## src/rtl/sseg_pkg.sv

```systemverilog
// Shared constants for seven-segment display blocks: active-low segment patterns,
// idle bus values and the layout of the frame snapshot buffer.
package sseg_pkg;

    localparam logic [3:0] AN_OFF    = 4'b1111;
    localparam logic [7:0] SEG_BLANK = 8'hFF;

    // Active-low {g,f,e,d,c,b,a} patterns indexed by hex value; entry 0 sits at the right.
    localparam logic [15:0][6:0] SEG_TABLE = {
        7'h0E, 7'h06, 7'h21, 7'h46, 7'h03, 7'h08, 7'h10, 7'h00,
        7'h78, 7'h02, 7'h12, 7'h19, 7'h30, 7'h24, 7'h79, 7'h40
    };

    typedef struct packed {
        logic [3:0][3:0] digits;
        logic [3:0]      dp;
        logic            blankEn;
    } snap_t;

endpackage

```

## src/rtl/hex_to_sseg.sv

```systemverilog
// Combinational hex digit to active-low seven-segment decoder, shared by display blocks.
module hex_to_sseg
    import sseg_pkg::*;
(
    input  logic [3:0] hex_i,
    output logic [6:0] seg_o
);

    assign seg_o = SEG_TABLE[hex_i];

endmodule

```

## src/rtl/sseg_scan_driver.sv

```systemverilog
// Four-digit common-anode scan driver with per-frame input snapshot, guard time
// between digits, optional leading-zero blanking and per-digit decimal points.
module sseg_scan_driver
    import sseg_pkg::*;
#(
    parameter int N     = 18,
    parameter int GUARD = 16
) (
    input  logic       clk,
    input  logic       reset_n,
    input  logic [3:0] d3,
    input  logic [3:0] d2,
    input  logic [3:0] d1,
    input  logic [3:0] d0,
    input  logic [3:0] dp_in,
    input  logic       blank_en,
    output logic [3:0] an,
    output logic [7:0] sseg,
    output logic       frame_tick
);

    localparam logic [N-1:0] CNT_MAX = '1;
    localparam logic [N-1:0] CNT_ONE = N'(1);

    logic [N-1:0] cnt_q, cnt_d;
    snap_t        snap_q, snap_d;
    logic [3:0]   an_q, an_d;
    logic [7:0]   sseg_q, sseg_d;
    logic         frameTick_q, frameTick_d;

    logic         wrap;
    logic         inGuard;
    logic         digitOn;
    logic [1:0]   slot;
    logic [3:0]   blanked;
    logic [3:0]   curDigit;
    logic [6:0]   curSeg;

    assign wrap     = (cnt_q == CNT_MAX);
    assign slot     = cnt_q[N-1:N-2];
    assign curDigit = snap_q.digits[slot];

    generate
        if (GUARD == 0) begin : g_noGuard
            assign inGuard = 1'b0;
        end else begin : g_guard
            localparam logic [N-3:0] GUARD_W = (N-2)'(GUARD);
            assign inGuard = (cnt_q[N-3:0] < GUARD_W);
        end
    endgenerate

    hex_to_sseg u_decode (
        .hex_i (curDigit),
        .seg_o (curSeg)
    );

    // Inputs are only sampled at the frame wrap so a digit can never tear mid-frame.
    always_comb begin
        cnt_d       = cnt_q + CNT_ONE;
        frameTick_d = wrap;
        snap_d      = snap_q;
        if (wrap) begin
            snap_d.digits  = {d3, d2, d1, d0};
            snap_d.dp      = dp_in;
            snap_d.blankEn = blank_en;
        end
    end

    // A digit is a leading zero only if it and every more-significant digit are zero.
    always_comb begin
        blanked    = 4'b0000;
        blanked[3] = snap_q.blankEn && (snap_q.digits[3] == 4'd0);
        blanked[2] = blanked[3] && (snap_q.digits[2] == 4'd0);
        blanked[1] = blanked[2] && (snap_q.digits[1] == 4'd0);
    end

    assign digitOn = !inGuard && !blanked[slot];

    always_comb begin
        an_d   = AN_OFF;
        sseg_d = SEG_BLANK;
        if (digitOn) begin
            an_d[slot] = 1'b0;
            sseg_d     = {~snap_q.dp[slot], curSeg};
        end
    end

    always_ff @(posedge clk or negedge reset_n) begin
        if (!reset_n) begin
            cnt_q       <= '0;
            snap_q      <= '0;
            an_q        <= AN_OFF;
            sseg_q      <= SEG_BLANK;
            frameTick_q <= 1'b0;
        end else begin
            cnt_q       <= cnt_d;
            snap_q      <= snap_d;
            an_q        <= an_d;
            sseg_q      <= sseg_d;
            frameTick_q <= frameTick_d;
        end
    end

    assign an         = an_q;
    assign sseg       = sseg_q;
    assign frame_tick = frameTick_q;

endmodule
```

## config.mk

```make
export PLATFORM = sky130hd
export DESIGN_NAME = sseg_scan_driver
export DESIGN_NICKNAME = d
export VERILOG_FILES = /design/src/rtl/sseg_pkg.sv /design/src/rtl/hex_to_sseg.sv /design/src/rtl/sseg_scan_driver.sv
export SDC_FILE = /design/constraint.sdc
export NUM_CORES = 1
export LEC_CHECK = 0
export ABC_AREA = 1
export CAP_MARGIN = 0
export CORE_MARGIN = 10
export CORE_UTILIZATION = 40
export CTS_CLUSTER_SIZE = 10
export DETAILED_ROUTE_END_ITERATION = 8
export SLEW_MARGIN = 20
export SYNTH_ARGS = -nofsm -noshare
export SYNTH_HDL_FRONTEND = slang
export SYNTH_SLANG_ARGS = --single-unit
```

## constraint.sdc

```tcl
create_clock -name clk -period 1.7 [get_ports clk]
set_clock_uncertainty 0.05 [all_clocks]
set_input_delay 0.255 -clock clk [delete_from_list [all_inputs] [get_ports clk]]
set_output_delay 0.255 -clock clk [all_outputs]
set_load 0.005 [all_outputs]
```

# Word-level counts from Yosys, hierarchy flattened
# Memory sizes are Yosys's and may differ from the RTL's.
# Index checks and enable logic that the tools add are counted.
word_totals:
  n_memories: 1
  ram_bits: 0
  ff_bits: 52
  mem_bits_ro: 112
  output_inout_bits: 13
  latchBits: 0
memory_table:
  columns: ["memory", "depth", "width", "rd", "rd_ports_with_merged_regs", "wr", "line", "rtl"]
  rows:
  - ["(no name shown)", 16, 7, 1, 0, 0, "hex_to_sseg.sv:9", "assign seg_o = SEG_TABLE[hex_i];"]
classes:
  n_addsub: 1
  n_reduce_logical: 10
  n_lt_le_gt_ge: 4
  multipliers: 0
  n_eq_ne: 1
  shift: 0
  n_mux: 11
  bitwise_logic: 2
  n_div: 0
op_table:
  columns: ["cell", "count"]
  rows:
  - ["$add 18x1->18 const B", 1]
  - ["$eq 18x18->1 const B", 1]
  - ["$lt 16x5->1 const B", 1]
  - ["$logic_not 4->1", 3]
  - ["$bmux 4 s2", 1]
  - ["$mux 4", 2]
  - ["$mux 8", 1]
  - ["$mux 7", 1]
  - ["$logic_and 1x1->1", 5]
  - ["$lt 4x5->1 const B", 1]
  - ["$bmux 1 s2", 2]
  - ["$not 4->4", 1]
  - ["$lt 2x3->1 const B", 1]
  - ["$mux 1", 3]
  - ["$demux 1 s2", 1]
  - ["$ge 2x1->1 const B", 1]
  - ["$logic_not 1->1", 2]
  - ["$not 1->1", 1]

# Logic depth before layout (Yosys ltp)
# Gate-level depths: netlist of run 1.
logic_depth:
  ltp_word: 9
  ltp_mapped: 12
  mapped_depth_nobuf: 11

# Hierarchy
# A second synthesis of run 1 with hierarchy kept.
hier_totals:
  hier_cells: 317
  area_unflattened_um2: 2677.6
by_module_without_submodules:
  columns: ["module", "seq_area_each_um2", "cells_per_inst", "n_inst", "area_per_inst_um2"]
  rows:
  - ["sseg_scan_driver", 1316.3, 268, 1, 2403.6]
  - ["hex_to_sseg", 0.0, 49, 1, 274.0]

# Least setup slack after synthesis of run 1
# OpenSTA, ideal clock, no wires.
synth_path:
  kind: "register -> register"
  startpoint: "register cnt_q[16]"
  endpoint: "register sseg_q[5] (netlist: sseg[5])"
  required_ns: 1.573
  t_arrival_ns: 1.626
  path_slack_ns: -0.054
  synth_period_minus_slack_ns: 1.754
  stages_incl_launch_ff: 13
  setup_ns: 0.077
  path_cell_list: "dfrtp_1 buf_4 nand2_2 inv_2 nand2_1 nand2_1 nor2_1 inv_1 ha_1 nand2_1 o21ai_0 nand2_1 nand2_1"
synth_between:
  elab_chain_cells: 5
synth_lines:
  columns: ["item", "line", "rtl"]
  rows:
  - ["start, declared", "sseg_scan_driver.sv:25", "logic [N-1:0] cnt_q, cnt_d;"]
  - ["start signal, assigned", "sseg_scan_driver.sv:96", "cnt_q <= cnt_d;"]
  - ["$bmux 4 s2 / $bmux 1 s2 (equally long branches)", "sseg_scan_driver.sv:41, sseg_scan_driver.sv:77", null]
  - ["$mux 4 (not written as such) / $mux 1 (equally long branches)", "sseg_scan_driver.sv:41, sseg_scan_driver.sv:77", null]
  - ["$mem_v2 16x7 / $logic_not 1->1 (equally long branches)", null, null]
  - ["$mux 7 (not written as such) / $logic_and 1x1->1 (equally long branches)", "hex_to_sseg.sv:9, sseg_scan_driver.sv:77", null]
  - ["$mux 8 (*)", "sseg_scan_driver.sv:82", "if (digitOn) begin"]
  - ["via sseg_d[5]", "sseg_scan_driver.sv:28", "logic [7:0] sseg_q, sseg_d;"]
  - ["end signal, assigned", "sseg_scan_driver.sv:99", "sseg_q <= sseg_d;"]
  - ["end, declared", "sseg_scan_driver.sv:28", null]
# The timed path passes the listed nets; every way through them passes the cells marked *. The select of a mux whose other input is x is not followed.
# A chain may end at the register's enable or synchronous reset.

# Final worst setup path of run 1
layout_path:
  startpoint: "register cnt_q[16]"
  endpoint: "register sseg_q[1] (netlist: sseg[1])"
# Same word-level chain as after synthesis.

==> results of run 1 <==
[per-stage QoR]
| stage | TNS [ps] | setup slack [ps] | hold WS, ps | total power (W) | cells |
|---|---|---|---|---|---|
| 3_3_place_gp | 0 | 11.5 | 213 | 0.00134 | 476 |
| 2_1_floorplan | 0 | 29.1 | -90.6 | 0.00126 | 350 |
| 3_5_place_dp | -21.7 | -19.0 | 222 | 0.00134 | 476 |
| 4_1_cts | 0 | 7.26 | 425 | 0.00208 | 485 |
| 6_report | 0 | 61.2 | 405 | 0.00204 | 488 |
| 5_1_grt | -69.0 | -20.0 | 439 | 0.00213 | 488 |
[final cells by class]
class                      count  area (um^2)
multi-input combinational    260         1310
timing repair buffer          58          562
clock buffer                   8         90.1
tap                           80          100
inverter                      30          115
sequential                    52         1320
fill                         652         3260
[cell usage after synthesis (all sizes together)]
library cell,count
xor2,10
inv,30
ha,7
nor2,43
nand2,135
nand4,1
dfrtp,40
a22oi,1
xnor2,4
nor3,6
buf,8
nand3,51
dfstp,12
or2,1
o21ai,1
[worst max-delay path: stages (launching register included)]
cell and delay [ps]:
dfrtp_2 480, nand2_2 90, inv_2 50, nand2_1 60
nand2_2 60, nor2_4 160, buf_6 120, ha_1 220
nand2_1 90, nor2_1 40, nor2_1 90, nand2_1 50
[timing repair]
item | 4_1_cts | 5_1_grt
pin swaps | 0 | 5
setup buffers | 0 | 3
gates resized for setup | 3 | 21
endpoints found under the setup margin | 2 | 9
hold buffers | 1 | 0
endpoints found under the hold margin | 10 | 0
[registers in the layout (all words and copies together), names as in the netlist]
| signal | flops |
|---|---|
| snap_q | 21 |
| cnt_q | 18 |
| sseg | 8 |
| an | 4 |
| frame_tick | 1 |
[path summary, 6_finish.rpt]
| path | startpoint | cells past startpoint | to | slack, ps |
|---|---|---|---|---|
| setup / recovery | cnt_q[16] | 11 | sseg[1] | 60 |
| hold / removal | reset_n | 2 | cnt_q[15] | 410 |
| setup reg to reg | cnt_q[16] | 11 | sseg[1] | 60 |
| hold reg to reg | snap_q[1] | 2 | snap_q[1] | 430 |
| max in group asynchronous | reset_n | 3 | cnt_q[17] | 650 |
| min in group clk | snap_q[1] | 2 | snap_q[1] | 430 |
[layer usage]
layer / track usage [%] / wire length [um] / vias to the layer above
li1: - / - / 1198
met2: 19.6 / 2760 / 41
met1: 16.8 / 3070 / 1041
met4: 5.03 / 85 / 0
met3: 2.95 / 299 / 5
met5: 0 / 0 / -
[power by group through the flow]
stage	combinational [W]	clock [W]	sequential (W)
floorplan	0.000000252	0	0.00126
global placement	0.0000794	0	0.00126
detailed placement	0.0000801	0	0.00126
CTS	0.0000819	0.000759	0.00124
global route	0.0000880	0.000804	0.00124
finish	0.0000789	0.000729	0.00124
[logic make-up after synthesis]
group	count (synthesis)	synth area share (%)
fa+ha+maj	7	3.17
xor+xnor	14	4.44
compound gates	2	0.453
buf+inv	38	6.98
simple gates	237	37.3
flops	52	47.7
==> impl_metrics.ini, run 1 <==
[cells_and_area]
syn2layout_area_growth_pct = 26.7
most-common-layout-cells = nand2_1, nand3_1, dfrtp_1, nor2_1, clkdlybuf4s50_1
final_common_cell = nand2_1
diodes = 0
finalInstanceArea_mm2 = 0.00350
fin_util_pct = 51.8
drive_above_1_share_pct = 18.9
finalNetCount = 437

[clocking]
clockRootBuffer = clkbuf_8
insertion_delay_ps = 300
h-tree-depth = 2
cts.sinks = 52
path_clk_slew_ps = 90
clk_path_buf_depth = 2
cts_tree = built
numCtsBuffers = 5

[pwr]
p_int_w = 0.00162
switching_power_w = 0.000426
power.share.sequential_pct = 60.5
clockPowerShare_pct = 35.6
total_leakage_power_nw = 1.70
p_per_area_mw_per_mm2 = 585
p_comb_share_pct = 3.9
p_sw_share_pct = 20.8
peakVddDrop_mv = 0.244

[floorplan]
coreArea_mm2 = 0.00676
die-area_mm2 = 0.0106
dieWidth_um = 103
rows = 30
die_height_um = 103
start_util_pct = 40.9
ios = 36

[place]
hpwlAfterDp_um = 4800
place_area_mm2 = 0.00331
port_buffers = 35
gp_congestion = 0.828

[grt]
antenna_found_initial = 0
grt-ovfl-total = 0
grt_max_degree = 31
grt_pass1_vias = 2266
grt_pass1_wl_um = 10700
gr-usage-all-layers_pct = 12.7

[routing]
wl_per_cell_um = 12.7
drcViolationCount = 0
drt-total-wl_um = 6220
post_drt_via_cell_ratio = 4.68
via_count = 2285
firstDrtPassIters = 4
drt_iter0_markers = 76
drtAntennaViolNets = 0

[outcome]
status = finished, final reports clean

[sta]
period_share_pct = 96.4
slew_viol_final = 0
period_needed_ps = 1640
setup_viol = 0
slew_headroom_pct = 64.8
finalHoldViolations = 0
worst_pin_slew_ps = 528
rsz0062_at_grt = yes
clock.fmax_mhz = 610

[flow_run]
maxCapViolCount = 0

[synth]
synth.top_cell.area_share_pct = 36.3
syn_area_mm2 = 0.00276
syn_area_per_cell_um2 = 7.89
synth_cells = 350
ys_ff_latch = 52
synthTopCellsByArea = dfrtp_1, nand2_1, dfstp_2
synth_nets = 380
synth_warnings = 0
yosysUniqueCellTypes = 23
synth_top_area_cell = dfrtp_1
synth.yosys.seq_area_share_pct = 47.7

[worst_setup_path]
worstPathMaxFanout = 7
crit_type = reg -> reg
end_kind = flip-flop
start_kind = flip-flop
crit_required_ps = 1890
critical_path_arrival_ps = 1830

[min_path]
hold_class = in -> async
Power figures use the tool's default switching activity.
==> run 2, diff against run 1 <==
- CORE_MARGIN: 10 -> 5
- CORE_UTILIZATION: 40 -> 50
- PLACE_DENSITY: default -> 0.76
==> impl_metrics.ini, run 2 (same netlist as run 1, synthesis figures left out) <==
[floorplan]
start_util_pct = 50.7
coreArea_mm2 = 0.00544
rows = 27
die_height_um = 84.3
ios = 36
die-area_mm2 = 0.00711
dieWidth_um = 84.3

[grt]
gr-usage-all-layers_pct = 17.5
grt-ovfl-total = 0
grt_max_degree = 53
grt_pass1_vias = 2286
antenna_found_initial = 0
grt_pass1_wl_um = 10200

[worst_setup_path]
start_kind = flip-flop
r2r_cells = 11
reg2reg_slack_ps = -30
crit_required_ps = 1860
startpoint = cnt_q[17]
cp_slowest_cell = dfrtp_2
end_kind = flip-flop
crit_buf_inv = 2
reg2reg_to = sseg[3]
max_stage_delay_ps = 490
critical_path_arrival_ps = 1890
cpLargestDelayFamily = simple AND/OR/NAND/NOR gates
cp_num_cells = 11
endpoint = sseg[3]
crit_type = reg -> reg
r2r-start = cnt_q[17]
crit_top_cell = nand2_1
path_cells = inv_4 -> nor2_4 -> nand2_1 -> nand2_2 -> nor2_4 -> inv_4 -> ha_4 -> nand2_4 -> nand2_1 -> nand2_1 -> nand3_1
worstPathMaxFanout = 7

[cells_and_area]
most-common-layout-cells = nand2_1, nand3_1, dfrtp_1, clkdlybuf4s50_1, nor2_1
regMostFlops = snap_q
seqCellArea_mm2 = 0.00132
largest_register_ffs = 21
multi_input_area_mm2 = 0.00141
syn2layout_area_growth_pct = 32.0
num-fill-cells = 434
final_common_cell = nand2_1
drive_above_1_share_pct = 23.4
diodes = 0
finalNetCount = 443

[pwr]
total_leakage_power_nw = 1.74
p_per_area_mw_per_mm2 = 556
peakVddDrop_mv = 0.349

[routing]
drt-total-wl_um = 6500
drtAntennaViolNets = 0
via_count = 2475
wl_per_cell_um = 13.4
post_drt_via_cell_ratio = 5.09
drt_iter0_markers = 150
drcViolationCount = 0
firstDrtPassIters = 5

[sta]
clock.fmax_mhz = 580
worst_pin_slew_ps = 352
whs_ps = 419
rsz0062_at_grt = yes
setup_slack_ps = -25.6
period_share_pct = 102
period_needed_ps = 1730
setup_viol = 1
slew_viol_final = 0
finalHoldViolations = 0
slew_headroom_pct = 76.5

[clocking]
numCtsBuffers = 5
insertion_delay_ps = 300
clk_path_buf_depth = 2
cts_tree = built
cts.sinks = 52
h-tree-depth = 2
clockRootBuffer = clkbuf_8
path_clk_slew_ps = 90

[place]
hpwlAfterDp_um = 4370
gp_congestion = 0.873
dp_slack_ps = -47.1
port_buffers = 35

[flow_run]
maxCapViolCount = 0

[outcome]
status = finished with violations
violations = negative setup slack

[min_path]
hold_class = in -> async
==> run 2: cell count changes in the layout (fill, tap and decap cells not counted), moves of 3 or more <==
cell | before | now
buf_4 | 18 | 22
ha_2 | 4 | 1
ha_4 | 0 | 5
nor2_1 | 34 | 30
==> run 2: worst min-delay path by stage <==
stage / start / endpoint / slack, ps / depth (start not counted)
floorplan: reset_n / cnt_q[0] / -90 / 0
global placement: reset_n / cnt_q[4] / 210 / 2
detailed placement: reset_n / cnt_q[4] / 210 / 2
CTS: reset_n / cnt_q[3] / 430 / 3
global route: reset_n / cnt_q[4] / 440 / 3
finish: reset_n / cnt_q[4] / 420 / 3
==> run 2: timing repair <==
action | in CTS | in global routing
hold endpoints to repair | 40 | 0
endpoints found under the setup margin | 5 | 7
cloned | 0 | 0
hold buffers | 1 | 0
buffers inserted | 0 | 7
pin swaps | 0 | 21
gates resized for setup | 3 | 48
==> run 2: metal layers <==
| metal | vias up | track usage, % | share of wire (%) | wire, um |
|---|---|---|---|---|
| li1 | 1211 | - | - | - |
| met1 | 1160 | 23.1 | 43 | 2790 |
| met2 | 96 | 29.4 | 50 | 3250 |
| met3 | 8 | 2.94 | 5.5 | 360 |
| met4 | 0 | 5.41 | 1.5 | 99 |
| met5 | - | 0 | 0 | 0 |
==> run 2: per-stage QoR <==
stage | instance area (um^2) | setup TNS, ps | std cells | utilization [%] | total power [W]
2_1_floorplan | 2760 | 0 | 350 | - | 0.00126
3_5_place_dp | 3310 | -137 | 470 | 60.9 | 0.00134
4_1_cts | 3420 | 0 | 479 | 62.9 | 0.00205
6_report | 3640 | -25.6 | 486 | 67.0 | 0.00203
3_3_place_gp | 3310 | 0 | 470 | 60.9 | 0.00134
5_1_grt | 3640 | -408 | 486 | 67.0 | 0.00211
==> run 2: power by group <==
group | internal [W] | switching [W] | total, W
Clock | 0.000326 | 0.000386 | 0.000712
Combinational | 0.0000490 | 0.0000298 | 0.0000788
Sequential | 0.00124 | 0 | 0.00124
==> run 2: layout make-up <==
cell class / count / share of cell area [%]
Multi-Input combinational cell: 260 / 38.7
Sequential cell: 52 / 36.2
Inverter: 30 / 3.23
Clock inverter: 2 / 0.275
Timing Repair Buffer: 64 / 16.9
Tap cell: 72 / 2.47
Clock buffer: 6 / 2.27
==> run 2: worst register-to-register path, cell delays in order, from the launching register on <==
cell and delay, ps:
dfrtp_2 490, inv_4 110, nor2_4 50, nand2_1 70, nand2_2 70, nor2_4 250
inv_4 90, ha_4 180, nand2_4 80, nand2_1 60, nand2_1 70, nand3_1 80
==> run 3, diff against run 2 <==
- CORE_UTILIZATION: 50 -> 55
- CTS_CLUSTER_SIZE: 10 -> default
- PLACE_DENSITY: 0.76 -> 0.8
- clock period: 1.7 -> 1.95 ns (I/O delays scaled with it)
==> impl_metrics.ini, run 3 (same netlist as run 1, synthesis figures left out) <==
[outcome]
status = finished, final reports clean

[grt]
grt_max_degree = 53
gr-usage-all-layers_pct = 20.1
grt-ovfl-total = 0
antenna_found_initial = 0
grt_pass1_wl_um = 10200
grt_pass1_vias = 2282

[pwr]
clockPowerShare_pct = 34.9
switching_power_w = 0.000356
power.share.sequential_pct = 61.4
peakVddDrop_mv = 0.328
p_sw_share_pct = 20.3
p_per_area_mw_per_mm2 = 533
total_leakage_power_nw = 1.63
p_comb_share_pct = 3.6
p_int_w = 0.00140

[sta]
period_needed_ps = 1770
whs_ps = 31.4
period_share_pct = 91.0
slew_headroom_pct = 57.9
slew_viol_final = 0
clock.fmax_mhz = 564
setup_viol = 0
setup_slack_ps = 176
finalHoldViolations = 0
worst_pin_slew_ps = 632
timing.setup.tns_ps = 0
rsz0062_at_grt = no

[floorplan]
die_height_um = 80.8
start_util_pct = 57.7
rows = 25
ios = 36
dieWidth_um = 80.8
die-area_mm2 = 0.00654
coreArea_mm2 = 0.00479

[cells_and_area]
final_common_cell = nand2_1
drive_above_1_share_pct = 13.2
regMostFlops = snap_q
most-common-layout-cells = nand2_1, nand3_1, dfrtp_1, nor2_1, clkdlybuf4s50_1
finalInstanceArea_mm2 = 0.00330
syn2layout_area_growth_pct = 19.4
largest_register_ffs = 21
diodes = 0
finalNetCount = 424

[flow_run]
maxCapViolCount = 0

[place]
hpwlAfterDp_um = 4280
port_buffers = 35
place_area_mm2 = 0.00320
dp_slack_ps = 104
gp_congestion = 0.900

[routing]
wl_per_cell_um = 12.5
firstDrtPassIters = 5
via_count = 2385
drt_iter0_markers = 219
drtAntennaViolNets = 0
post_drt_via_cell_ratio = 5.16
drt-total-wl_um = 5760
drcViolationCount = 0

[clocking]
clockRootBuffer = clkbuf_8
path_clk_slew_ps = 90
h-tree-depth = 2
post_cts_buffers = 0
insertion_delay_ps = 300
holdBufCountCts = 0
cts_tree = built
numCtsBuffers = 5
ctsResizeCount = 0
clk_path_buf_depth = 2
cts.sinks = 52

[worst_setup_path]
reg2reg_slack_ps = 180
cp_slowest_cell = dfrtp_2
r2r_cells = 11
r2r-start = cnt_q[17]
reg2reg_to = sseg[1]
crit_type = reg -> reg
crit_top_cell = nand2_1
crit_required_ps = 2130
end_kind = flip-flop
critical_path_arrival_ps = 1960
path_cells = inv_2 -> nor2_2 -> nand2_1 -> nand2_1 -> nor2_2 -> buf_4 -> ha_1 -> nand2_1 -> nor2_1 -> nor2_1 -> nand2_1
max_stage_delay_ps = 460
start_kind = flip-flop
worstPathMaxFanout = 9

[min_path]
hold_class = in -> async
## run 3: cell count changes in the layout (fill, tap and decap cells not counted), moves of 3 or more
cell	delta
inv_1	+3
nor2_1	+6
buf_4	-13
nor2_4	-5
ha_4	-5
nand2_1	+10
ha_1	+6
nand2_4	-3
buf_6	-3
nand2_2	-7
## run 3: final cells by class
class	count	area [um^2]
inverter	30	113
clock buffer	6	82.6
timing repair buffer	45	433
sequential	52	1320
fill	403	1490
multi-input combinational	260	1260
tap	67	83.8
clock inverter	2	10.0
## run 3: critical path, delay by kind of cell, from the launching register on
kind                       cells  cell delay (ps)
adders and majority gates      1              280
DFF                            1              460
and+or+nand+nor                8              660
buffers and inverters          2              240
## run 3: power groups by stage
stage	Combinational (W)	Sequential, W	Clock [W]
finish	0.0000641	0.00108	0.000614
global route	0.0000717	0.00108	0.000678
CTS	0.0000661	0.00108	0.000630
detailed placement	0.0000657	0.00110	0
global placement	0.0000652	0.00110	0
floorplan	0.000000220	0.00110	0
## run 3: per-layer routing
| layer | track usage, % | share of wire (%) |
|---|---|---|
| met5 | 0 | 0 |
| met4 | 6.76 | 1.5 |
| met3 | 4.66 | 7.6 |
| met2 | 32.3 | 45 |
| met1 | 26.9 | 46 |
## run 3: worst max-delay path by stage
stage / from / end / depth (start not counted)
floorplan: cnt_q[16] / sseg[5] / 12
global placement: cnt_q[17] / sseg[1] / 11
detailed placement: cnt_q[17] / sseg[1] / 11
CTS: cnt_q[17] / sseg[1] / 11
global route: cnt_q[17] / sseg[3] / 11
finish: cnt_q[17] / sseg[1] / 11
## run 3: metrics by stage
step / util [%] / std cells / total power, W
after CTS: 68.7 / 462 / 0.00177
final: 68.9 / 462 / 0.00176
after global routing: 68.9 / 462 / 0.00183
after floorplan: - / 350 / 0.00110
after global placement: 66.8 / 454 / 0.00116
after detailed placement: 66.8 / 454 / 0.00116
